## config.mk

```make
export PLATFORM = sky130hd
export DESIGN_NAME = axi_slave_ctrl_fsm_flat
export DESIGN_NICKNAME = d
export VERILOG_FILES = /design/src/rtl/axi_slave_ctrl_fsm_if.sv /design/src/rtl/axi_slave_ctrl_fsm.sv /design/src/flat_wrapper.sv
export SDC_FILE = /design/constraint.sdc
export NUM_CORES = 1
export LEC_CHECK = 0
export CAP_MARGIN = 20
export CORE_ASPECT_RATIO = 1.2
export CORE_UTILIZATION = 43
export CTS_BUF_LIST = sky130_fd_sc_hd__clkbuf_8
export DETAILED_ROUTE_END_ITERATION = 8
export GPL_TIMING_DRIVEN = 0
export MAX_ROUTING_LAYER = met4
export PLACE_DENSITY = 0.95
export SLEW_MARGIN = 20
export SYNTH_ARGS = -nofsm -noshare
export SYNTH_HDL_FRONTEND = slang
export SYNTH_SLANG_ARGS = --single-unit
export TNS_END_PERCENT = 10
```

## constraint.sdc

```tcl
create_clock -name clock -period 2.6 [get_ports clock]
set_input_delay 0.26 -clock clock [delete_from_list [all_inputs] [get_ports clock]]
set_output_delay 0.26 -clock clock [all_outputs]
set_load 0.1 [all_outputs]
```

## src/rtl/axi_slave_ctrl_fsm_if.sv

```systemverilog
// AXI4-Lite bus bundle between a bus master and axi_slave_ctrl_fsm.
// Holds the AR/R and AW/W/B channel signals. The master modport drives the
// request side and the slave modport drives the ready/response side.
interface axi_slave_ctrl_fsm_if #(
    parameter int ADDR_W = 32,
    parameter int DATA_W = 32
);
    logic                  AWvalid;
    logic                  AWready;
    logic [ADDR_W-1:0]     AWaddr;
    logic                  Wvalid;
    logic                  Wready;
    logic [DATA_W-1:0]     Wdata;
    logic [DATA_W/8-1:0]   Wstrb;
    logic                  Bvalid;
    logic                  Bready;
    logic [1:0]            Bresp;
    logic                  ARvalid;
    logic                  ARready;
    logic [ADDR_W-1:0]     ARaddr;
    logic                  Rvalid;
    logic                  Rready;
    logic [DATA_W-1:0]     Rdata;
    logic [1:0]            Rresp;

    modport master (
        output AWvalid, AWaddr, Wvalid, Wdata, Wstrb, Bready, ARvalid, ARaddr, Rready,
        input  AWready, Wready, Bvalid, Bresp, ARready, Rvalid, Rdata, Rresp
    );

    modport slave (
        input  AWvalid, AWaddr, Wvalid, Wdata, Wstrb, Bready, ARvalid, ARaddr, Rready,
        output AWready, Wready, Bvalid, Bresp, ARready, Rvalid, Rdata, Rresp
    );
endinterface

```

## src/rtl/axi_slave_ctrl_fsm.sv

```systemverilog
// axi_slave_ctrl_fsm: AXI4-Lite slave control FSM for register blocks.
// One transaction outstanding at a time. Reads and writes are granted
// alternately when both are pending. A programmable number of wait states
// (wait_cfg, sampled at address accept) precedes each register strobe.
// Optional macro AXI_SLV_DECERR_EN: addresses >= ADDR_LIMIT skip the
// register strobe and answer DECERR (read data forced to zero).
module axi_slave_ctrl_fsm #(
    parameter int                ADDR_W     = 32,
    parameter int                DATA_W     = 32,
    parameter int                WAIT_W     = 4,
    parameter logic [ADDR_W-1:0] ADDR_LIMIT = 'h100
) (
    input  logic                  clock,
    input  logic                  reset,
    input  logic [WAIT_W-1:0]     wait_cfg,
    axi_slave_ctrl_fsm_if.slave   axi,
    output logic                  reg_wr_en,
    output logic [ADDR_W-1:0]     reg_wr_addr,
    output logic [DATA_W-1:0]     reg_wr_data,
    output logic [DATA_W/8-1:0]   reg_wr_strb,
    output logic                  reg_rd_en,
    output logic [ADDR_W-1:0]     reg_rd_addr,
    input  logic [DATA_W-1:0]     reg_rd_data,
    input  logic                  reg_err
);
    typedef enum logic [2:0] {
        IDLE       = 3'd0,
        RD_WAIT    = 3'd1,
        RD_RESP    = 3'd2,
        WR_COLLECT = 3'd3,
        WR_WAIT    = 3'd4,
        WR_RESP    = 3'd5
    } state_t;

`ifdef AXI_SLV_DECERR_EN
    localparam bit DEC_EN = 1'b1;
`else
    localparam bit DEC_EN = 1'b0;
`endif

    localparam logic [1:0] RESP_OKAY   = 2'b00;
    localparam logic [1:0] RESP_SLVERR = 2'b10;
    localparam logic [1:0] RESP_DECERR = 2'b11;

    state_t            state;
    state_t            state_nx;
    logic              last_wr;    // 1 when the most recent grant went to the write side
    logic [WAIT_W-1:0] cnt;
    logic              aw_got;
    logic              w_got;

    logic rd_req;
    logic wr_req;
    logic grant_rd;
    logic grant_wr;
    logic ar_hs;
    logic aw_hs;
    logic w_hs;
    logic cnt_zero;
    logic rd_acc;
    logic wr_acc;
    logic rd_dec;
    logic wr_dec;

    function automatic logic [1:0] resp_code(input logic dec, input logic err);
        if (dec)
            return RESP_DECERR;
        else if (err)
            return RESP_SLVERR;
        else
            return RESP_OKAY;
    endfunction

    assign rd_req   = axi.ARvalid;
    assign wr_req   = axi.AWvalid | axi.Wvalid;
    // On a tie the side that did not win last time gets the bus.
    assign grant_rd = rd_req && (!wr_req || last_wr);
    assign grant_wr = wr_req && !grant_rd;

    assign ar_hs    = axi.ARvalid && axi.ARready;
    assign aw_hs    = axi.AWvalid && axi.AWready;
    assign w_hs     = axi.Wvalid  && axi.Wready;

    assign cnt_zero = (cnt == '0);
    assign rd_acc   = (state == RD_WAIT) && cnt_zero;
    assign wr_acc   = (state == WR_WAIT) && cnt_zero;
    assign rd_dec   = DEC_EN && (reg_rd_addr >= ADDR_LIMIT);
    assign wr_dec   = DEC_EN && (reg_wr_addr >= ADDR_LIMIT);

    // State register: synchronous active-low reset returns to IDLE.
    always_ff @(posedge clock) begin
        if (!reset)
            state <= IDLE;
        else
            state <= state_nx;
    end

    // Next-state logic; unused encodings fall back to IDLE.
    always_comb begin
        state_nx = state;
        case (state)
            IDLE: begin
                if (grant_rd)
                    state_nx = RD_WAIT;
                else if (grant_wr)
                    state_nx = WR_COLLECT;
            end
            RD_WAIT: begin
                if (cnt_zero)
                    state_nx = RD_RESP;
            end
            RD_RESP: begin
                if (axi.Rready)
                    state_nx = IDLE;
            end
            WR_COLLECT: begin
                if ((aw_got || aw_hs) && (w_got || w_hs))
                    state_nx = WR_WAIT;
            end
            WR_WAIT: begin
                if (cnt_zero)
                    state_nx = WR_RESP;
            end
            WR_RESP: begin
                if (axi.Bready)
                    state_nx = IDLE;
            end
            default: state_nx = IDLE;
        endcase
    end

    // Handshake and strobe outputs decoded from the current state.
    // Strobes are held off in a cycle where reset is asserted, so an aborted
    // transaction never touches the register file.
    always_comb begin
        axi.ARready = 1'b0;
        axi.AWready = 1'b0;
        axi.Wready  = 1'b0;
        axi.Rvalid  = 1'b0;
        axi.Bvalid  = 1'b0;
        reg_rd_en   = 1'b0;
        reg_wr_en   = 1'b0;
        case (state)
            IDLE:       axi.ARready = grant_rd;
            RD_WAIT:    reg_rd_en   = cnt_zero && !rd_dec && reset;
            RD_RESP:    axi.Rvalid  = 1'b1;
            WR_COLLECT: begin
                axi.AWready = !aw_got;
                axi.Wready  = !w_got;
            end
            WR_WAIT:    reg_wr_en   = cnt_zero && !wr_dec && reset;
            WR_RESP:    axi.Bvalid  = 1'b1;
            default:    ;
        endcase
    end

    // Control state: grant history, wait-state counter and AW/W capture flags.
    always_ff @(posedge clock) begin
        if (!reset) begin
            last_wr <= 1'b1;
            cnt     <= '0;
            aw_got  <= 1'b0;
            w_got   <= 1'b0;
        end else begin
            case (state)
                IDLE: begin
                    aw_got <= 1'b0;
                    w_got  <= 1'b0;
                    if (grant_rd) begin
                        last_wr <= 1'b0;
                        cnt     <= wait_cfg;
                    end else if (grant_wr) begin
                        last_wr <= 1'b1;
                    end
                end
                WR_COLLECT: begin
                    if (aw_hs) begin
                        aw_got <= 1'b1;
                        cnt    <= wait_cfg;
                    end
                    if (w_hs)
                        w_got <= 1'b1;
                end
                RD_WAIT, WR_WAIT: begin
                    if (!cnt_zero)
                        cnt <= cnt - WAIT_W'(1);
                end
                default: ;
            endcase
        end
    end

    // Captured addresses/data and registered responses.
    always_ff @(posedge clock) begin
        if (!reset) begin
            reg_rd_addr <= '0;
            reg_wr_addr <= '0;
            reg_wr_data <= '0;
            reg_wr_strb <= '0;
            axi.Rdata   <= '0;
            axi.Rresp   <= RESP_OKAY;
            axi.Bresp   <= RESP_OKAY;
        end else begin
            if (ar_hs)
                reg_rd_addr <= axi.ARaddr;
            if (aw_hs)
                reg_wr_addr <= axi.AWaddr;
            if (w_hs) begin
                reg_wr_data <= axi.Wdata;
                reg_wr_strb <= axi.Wstrb;
            end
            if (rd_acc) begin
                axi.Rdata <= rd_dec ? '0 : reg_rd_data;
                axi.Rresp <= resp_code(rd_dec, reg_err);
            end
            if (wr_acc)
                axi.Bresp <= resp_code(wr_dec, reg_err);
        end
    end
endmodule

```

## src/flat_wrapper.sv

```systemverilog
// flat-port wrapper written by rule: the top's interface ports become plain ports
module axi_slave_ctrl_fsm_flat 
#(
    parameter int                ADDR_W     = 32,
    parameter int                DATA_W     = 32,
    parameter int                WAIT_W     = 4,
    parameter logic [ADDR_W-1:0] ADDR_LIMIT = 'h100
)
  (clock, reset, wait_cfg, reg_wr_en, reg_wr_addr, reg_wr_data, reg_wr_strb, reg_rd_en, reg_rd_addr, reg_rd_data, reg_err, axi_AWvalid, axi_AWaddr, axi_Wvalid, axi_Wdata, axi_Wstrb, axi_Bready, axi_ARvalid, axi_ARaddr, axi_Rready, axi_AWready, axi_Wready, axi_Bvalid, axi_Bresp, axi_ARready, axi_Rvalid, axi_Rdata, axi_Rresp);
  axi_slave_ctrl_fsm_if #(.ADDR_W(ADDR_W), .DATA_W(DATA_W)) axi_i ();
  input  logic clock;
  input  logic reset;
  input  logic [WAIT_W-1:0] wait_cfg;
  output logic reg_wr_en;
  output logic [ADDR_W-1:0] reg_wr_addr;
  output logic [DATA_W-1:0] reg_wr_data;
  output logic [DATA_W/8-1:0] reg_wr_strb;
  output logic reg_rd_en;
  output logic [ADDR_W-1:0] reg_rd_addr;
  input  logic [DATA_W-1:0] reg_rd_data;
  input  logic reg_err;
  input wire logic [$bits(axi_i.AWvalid)-1:0] axi_AWvalid;
  input wire logic [$bits(axi_i.AWaddr)-1:0] axi_AWaddr;
  input wire logic [$bits(axi_i.Wvalid)-1:0] axi_Wvalid;
  input wire logic [$bits(axi_i.Wdata)-1:0] axi_Wdata;
  input wire logic [$bits(axi_i.Wstrb)-1:0] axi_Wstrb;
  input wire logic [$bits(axi_i.Bready)-1:0] axi_Bready;
  input wire logic [$bits(axi_i.ARvalid)-1:0] axi_ARvalid;
  input wire logic [$bits(axi_i.ARaddr)-1:0] axi_ARaddr;
  input wire logic [$bits(axi_i.Rready)-1:0] axi_Rready;
  output wire logic [$bits(axi_i.AWready)-1:0] axi_AWready;
  output wire logic [$bits(axi_i.Wready)-1:0] axi_Wready;
  output wire logic [$bits(axi_i.Bvalid)-1:0] axi_Bvalid;
  output wire logic [$bits(axi_i.Bresp)-1:0] axi_Bresp;
  output wire logic [$bits(axi_i.ARready)-1:0] axi_ARready;
  output wire logic [$bits(axi_i.Rvalid)-1:0] axi_Rvalid;
  output wire logic [$bits(axi_i.Rdata)-1:0] axi_Rdata;
  output wire logic [$bits(axi_i.Rresp)-1:0] axi_Rresp;
  assign axi_i.AWvalid = axi_AWvalid;
  assign axi_i.AWaddr = axi_AWaddr;
  assign axi_i.Wvalid = axi_Wvalid;
  assign axi_i.Wdata = axi_Wdata;
  assign axi_i.Wstrb = axi_Wstrb;
  assign axi_i.Bready = axi_Bready;
  assign axi_i.ARvalid = axi_ARvalid;
  assign axi_i.ARaddr = axi_ARaddr;
  assign axi_i.Rready = axi_Rready;
  assign axi_AWready = axi_i.AWready;
  assign axi_Wready = axi_i.Wready;
  assign axi_Bvalid = axi_i.Bvalid;
  assign axi_Bresp = axi_i.Bresp;
  assign axi_ARready = axi_i.ARready;
  assign axi_Rvalid = axi_i.Rvalid;
  assign axi_Rdata = axi_i.Rdata;
  assign axi_Rresp = axi_i.Rresp;
  axi_slave_ctrl_fsm #(.ADDR_W(ADDR_W), .DATA_W(DATA_W), .WAIT_W(WAIT_W), .ADDR_LIMIT(ADDR_LIMIT)) u_core (.clock(clock), .reset(reset), .wait_cfg(wait_cfg), .axi(axi_i), .reg_wr_en(reg_wr_en), .reg_wr_addr(reg_wr_addr), .reg_wr_data(reg_wr_data), .reg_wr_strb(reg_wr_strb), .reg_rd_en(reg_rd_en), .reg_rd_addr(reg_rd_addr), .reg_rd_data(reg_rd_data), .reg_err(reg_err));
endmodule
```

==> results.cfg <==
[run_status]
outcome = finished with violations
violations = negative setup slack

[setup_path]
slowest_delay_ns = 0.42
end_kind = primary output
crit_chain = inv_1 -> ha_2 -> nor2b_4 -> nand2b_1 -> buf_6 -> or4_4 -> buf_6 -> buf_6 -> nor2_4 -> buf_12
cpMostUsedCell = buf_6
worstPathMaxFanout = 10
r2r_slack_ns = 0.66
cp-start-kind = flop
worstReg2RegStart = u_core.cnt[1]
arrival_ns = 2.38
cp_slowest_cell = or4_4
required_ns = 2.34
reg2regPathDepth = 10
rr_endpoint = u_core.axi.Rdata[30]
critPathKind = reg -> out

[hold_path]
hold_depth = 3
hp-start = axi_AWaddr[0]
hold_end = u_core.reg_wr_addr[0]
min_path_type = in -> reg

[sta]
finalClockSkew_ns = 0.0127
max-slew-margin-rel_pct = 30.2
rsz0062_at_grt = true
finalSetupViolations = 1
tns_ns = -0.0359
worst_slack_ns = -0.0359
hold_viol = 0
post-route-period-util_pct = 101
fmax_ghz = 0.379
post-route-min-period_ns = 2.64
tightest_slew_ns = 1.04
hold_ws_ns = 0.368
drv_slew = 0

[placed_design]
dp_cells = 1117
globalplace.congestion = 0.857
io_buffers = 284
hpwl_microns = 13000

[clock_network]
cts.clk_slew.worst_paths_ns = 0.08
cts_tree = done
post_cts_buffers = 0
hold_buffers = 0
cts_buffers = 17
clock_latency_ns = 0.43
cts.htree.levels = 4
cts_sinks = 144
cts-root-buf = clkbuf_8
cts_buffer_depth = 2

[grt]
grt_overflow = 0
grt_usage_pct = 27.1
antenna_found_initial = 0
grt_max_degree = 17
grt_pass1_wl_microns = 26500
grt_pass1_vias = 5420

[synth]
synthAdderAreaFrac_pct = 0.235
synth-async-reset-ratio_pct = 0
synthCells = 671
syn_area_sq_um = 5330
synth-main-ff-cell = dfxtp_1
ys_warn_count = 0
synth.most_common_cell = nand2_1
synth_top_family_by_area = simple AND/OR/NAND/NOR gates
yosysTopAreaCell = dfxtp_1
synth_mux_area_share_pct = 0.752
ys_ff_latch = 144
synth_edf_count = 0
synth_area_per_cell_sq_um = 7.94
synth_top_area_share_pct = 54.1
yosys.area_share.xor_xnor_pct = 0.164
synth.distinct_cells = 41
yosys.area_share.simple_pct = 23.2
synth_common_cells = 276 x nand2_1, 144 x dfxtp_1, 139 x a21oi_1
synth_area_leaders = dfxtp_1 54%, nand2_1 19%, a21oi_1 13%, clkbuf_1 1.6%, buf_2 1.2%
synth_compound_area_share_pct = 16.1
synth_seq_area_share_pct = 54.1

[pwr]
pwr-share-clk_pct = 19.3
power_per_cell_area_nw_per_um2 = 1080
pwr-share-comb_pct = 51.6
p_sw_uw = 4700
internal-power_uw = 4840
vdd_drop_max_mv = 0.887
p_leak_uw = 0.00314
seqPwrFrac_pct = 29.1
p_sw_share_pct = 49.3

[die]
die_y_microns = 124
start_util_pct = 44.0
die_w_microns = 104
die_area_sq_um = 12800
rows = 44
io_pins = 287
core_area_sq_um = 12100

[drt]
ant_nets = 0
via_per_inst = 4.97
drt_iter0_drc = 267
num_vias = 5715
post_drt_wl_per_cell_microns = 15.1
routed_wl_microns = 17400
drt-pass1-iter-count = 5
drc_errors = 0

[run]
drv_cap = 0

[final_layout]
instances_no_fill = 1149
fin_nets = 1120
n_antenna_cell = 0
final_util_pct = 72.7
final_layout_size_suffix_gt1_share_pct = 7.49
syn2layout_area_growth_pct = 65.4
[flip-flops by register name, indices dropped and copies added (netlist names), 3 cells and up]
signal              flops
u_core.axi.Rdata       32
u_core.cnt              4
u_core.reg_rd_addr     32
u_core.reg_wr_addr     32
u_core.reg_wr_data     32
u_core.reg_wr_strb      4
u_core.state            3
[worst max-delay path, delay by kind of cell, from the launching register on]
| kind | cells | cell delay, ns |
|---|---|---|
| flip-flops | 1 | 0.33 |
| buffers and inverters | 5 | 0.70 |
| AND/OR/NAND/NOR | 4 | 0.74 |
| adder cells (fa/ha/maj) | 1 | 0.17 |
[metal layers]
metal	wire [microns]	track usage (%)	vias up
met5	0	-	-
met4	541	11.4	0
met3	947	5.81	40
met2	9080	48.9	232
met1	6810	29.1	2651
li1	-	-	2792
[area by class of cell]
| cell class | count | area, sq um |
|---|---|---|
| Buffer | 49 | 270 |
| Clock buffer | 21 | 289 |
| Clock inverter | 11 | 129 |
| Fill cell | 921 | 3300 |
| Inverter | 6 | 22.5 |
| Multi-Input combinational cell | 473 | 2180 |
| Sequential cell | 144 | 2880 |
| Tap cell | 161 | 201 |
| Timing Repair Buffer | 284 | 2830 |
[cells in the final DEF, fill, tap and decap left out, types with 3 or more instances in the layout]
cell type | netlist | final
a21oi_1 | 139 | 139
and2_1 | 3 | 3
buf_2 | 13 | 12
buf_4 | 7 | 7
buf_6 | 5 | 6
clkbuf_1 | 22 | 22
clkbuf_2 | 0 | 3
clkbuf_8 | 0 | 21
clkdlybuf4s50_1 | 0 | 277
clkinv_4 | 0 | 3
dfxtp_1 | 144 | 143
inv_1 | 4 | 4
mux2i_1 | 4 | 4
nand2_1 | 276 | 276
nor2_1 | 13 | 12
o21ai_0 | 3 | 3
[metrics by stage]
step	area [sq um]	total power [uW]	worst slack [ns]
after detailed placement	8380	7690	-0.672
after global placement	8380	7620	-0.657
after floorplan	5340	6460	-0.148
after CTS	8820	9550	-0.255
final	8810	9540	-0.0359
after global routing	8810	9930	-0.134
[power groups by stage]
| stage | registers (uW) | clock network (uW) | logic (uW) |
|---|---|---|---|
| after CTS | 2770 | 1870 | 4920 |
| after floorplan | 4960 | 0 | 1500 |
| after global routing | 2820 | 1960 | 5150 |
| after global placement | 2790 | 0 | 4820 |
| final | 2770 | 1840 | 4930 |
| after detailed placement | 2820 | 0 | 4880 |
[cells by family after synthesis]
kind of cell	count (synthesis)
compound gates	157
mux	4
flops	144
other cells	1
xor+xnor	1
simple gates	308
fa+ha+maj	1
buf+inv	55
[how the worst max path moves through the flow]
stage	from	endpoint	slack, ns	depth (start not counted)
after floorplan	u_core.cnt[0]	reg_wr_en	-0.15	6
after global placement	axi_Wvalid	axi_ARready	-0.66	7
after detailed placement	axi_Wvalid	axi_ARready	-0.67	7
after CTS	reset	reg_wr_en	-0.26	5
after global routing	u_core.cnt[0]	reg_rd_en	-0.13	10
final	u_core.cnt[1]	reg_rd_en	-0.04	10
[timing repair]
item                                   CTS  global route
setup endpoints to repair                7             5
pin swaps                                0             1
endpoints found under the hold margin    0             0
gates resized for setup                 25             8
(Power assumes the default switching activity.)
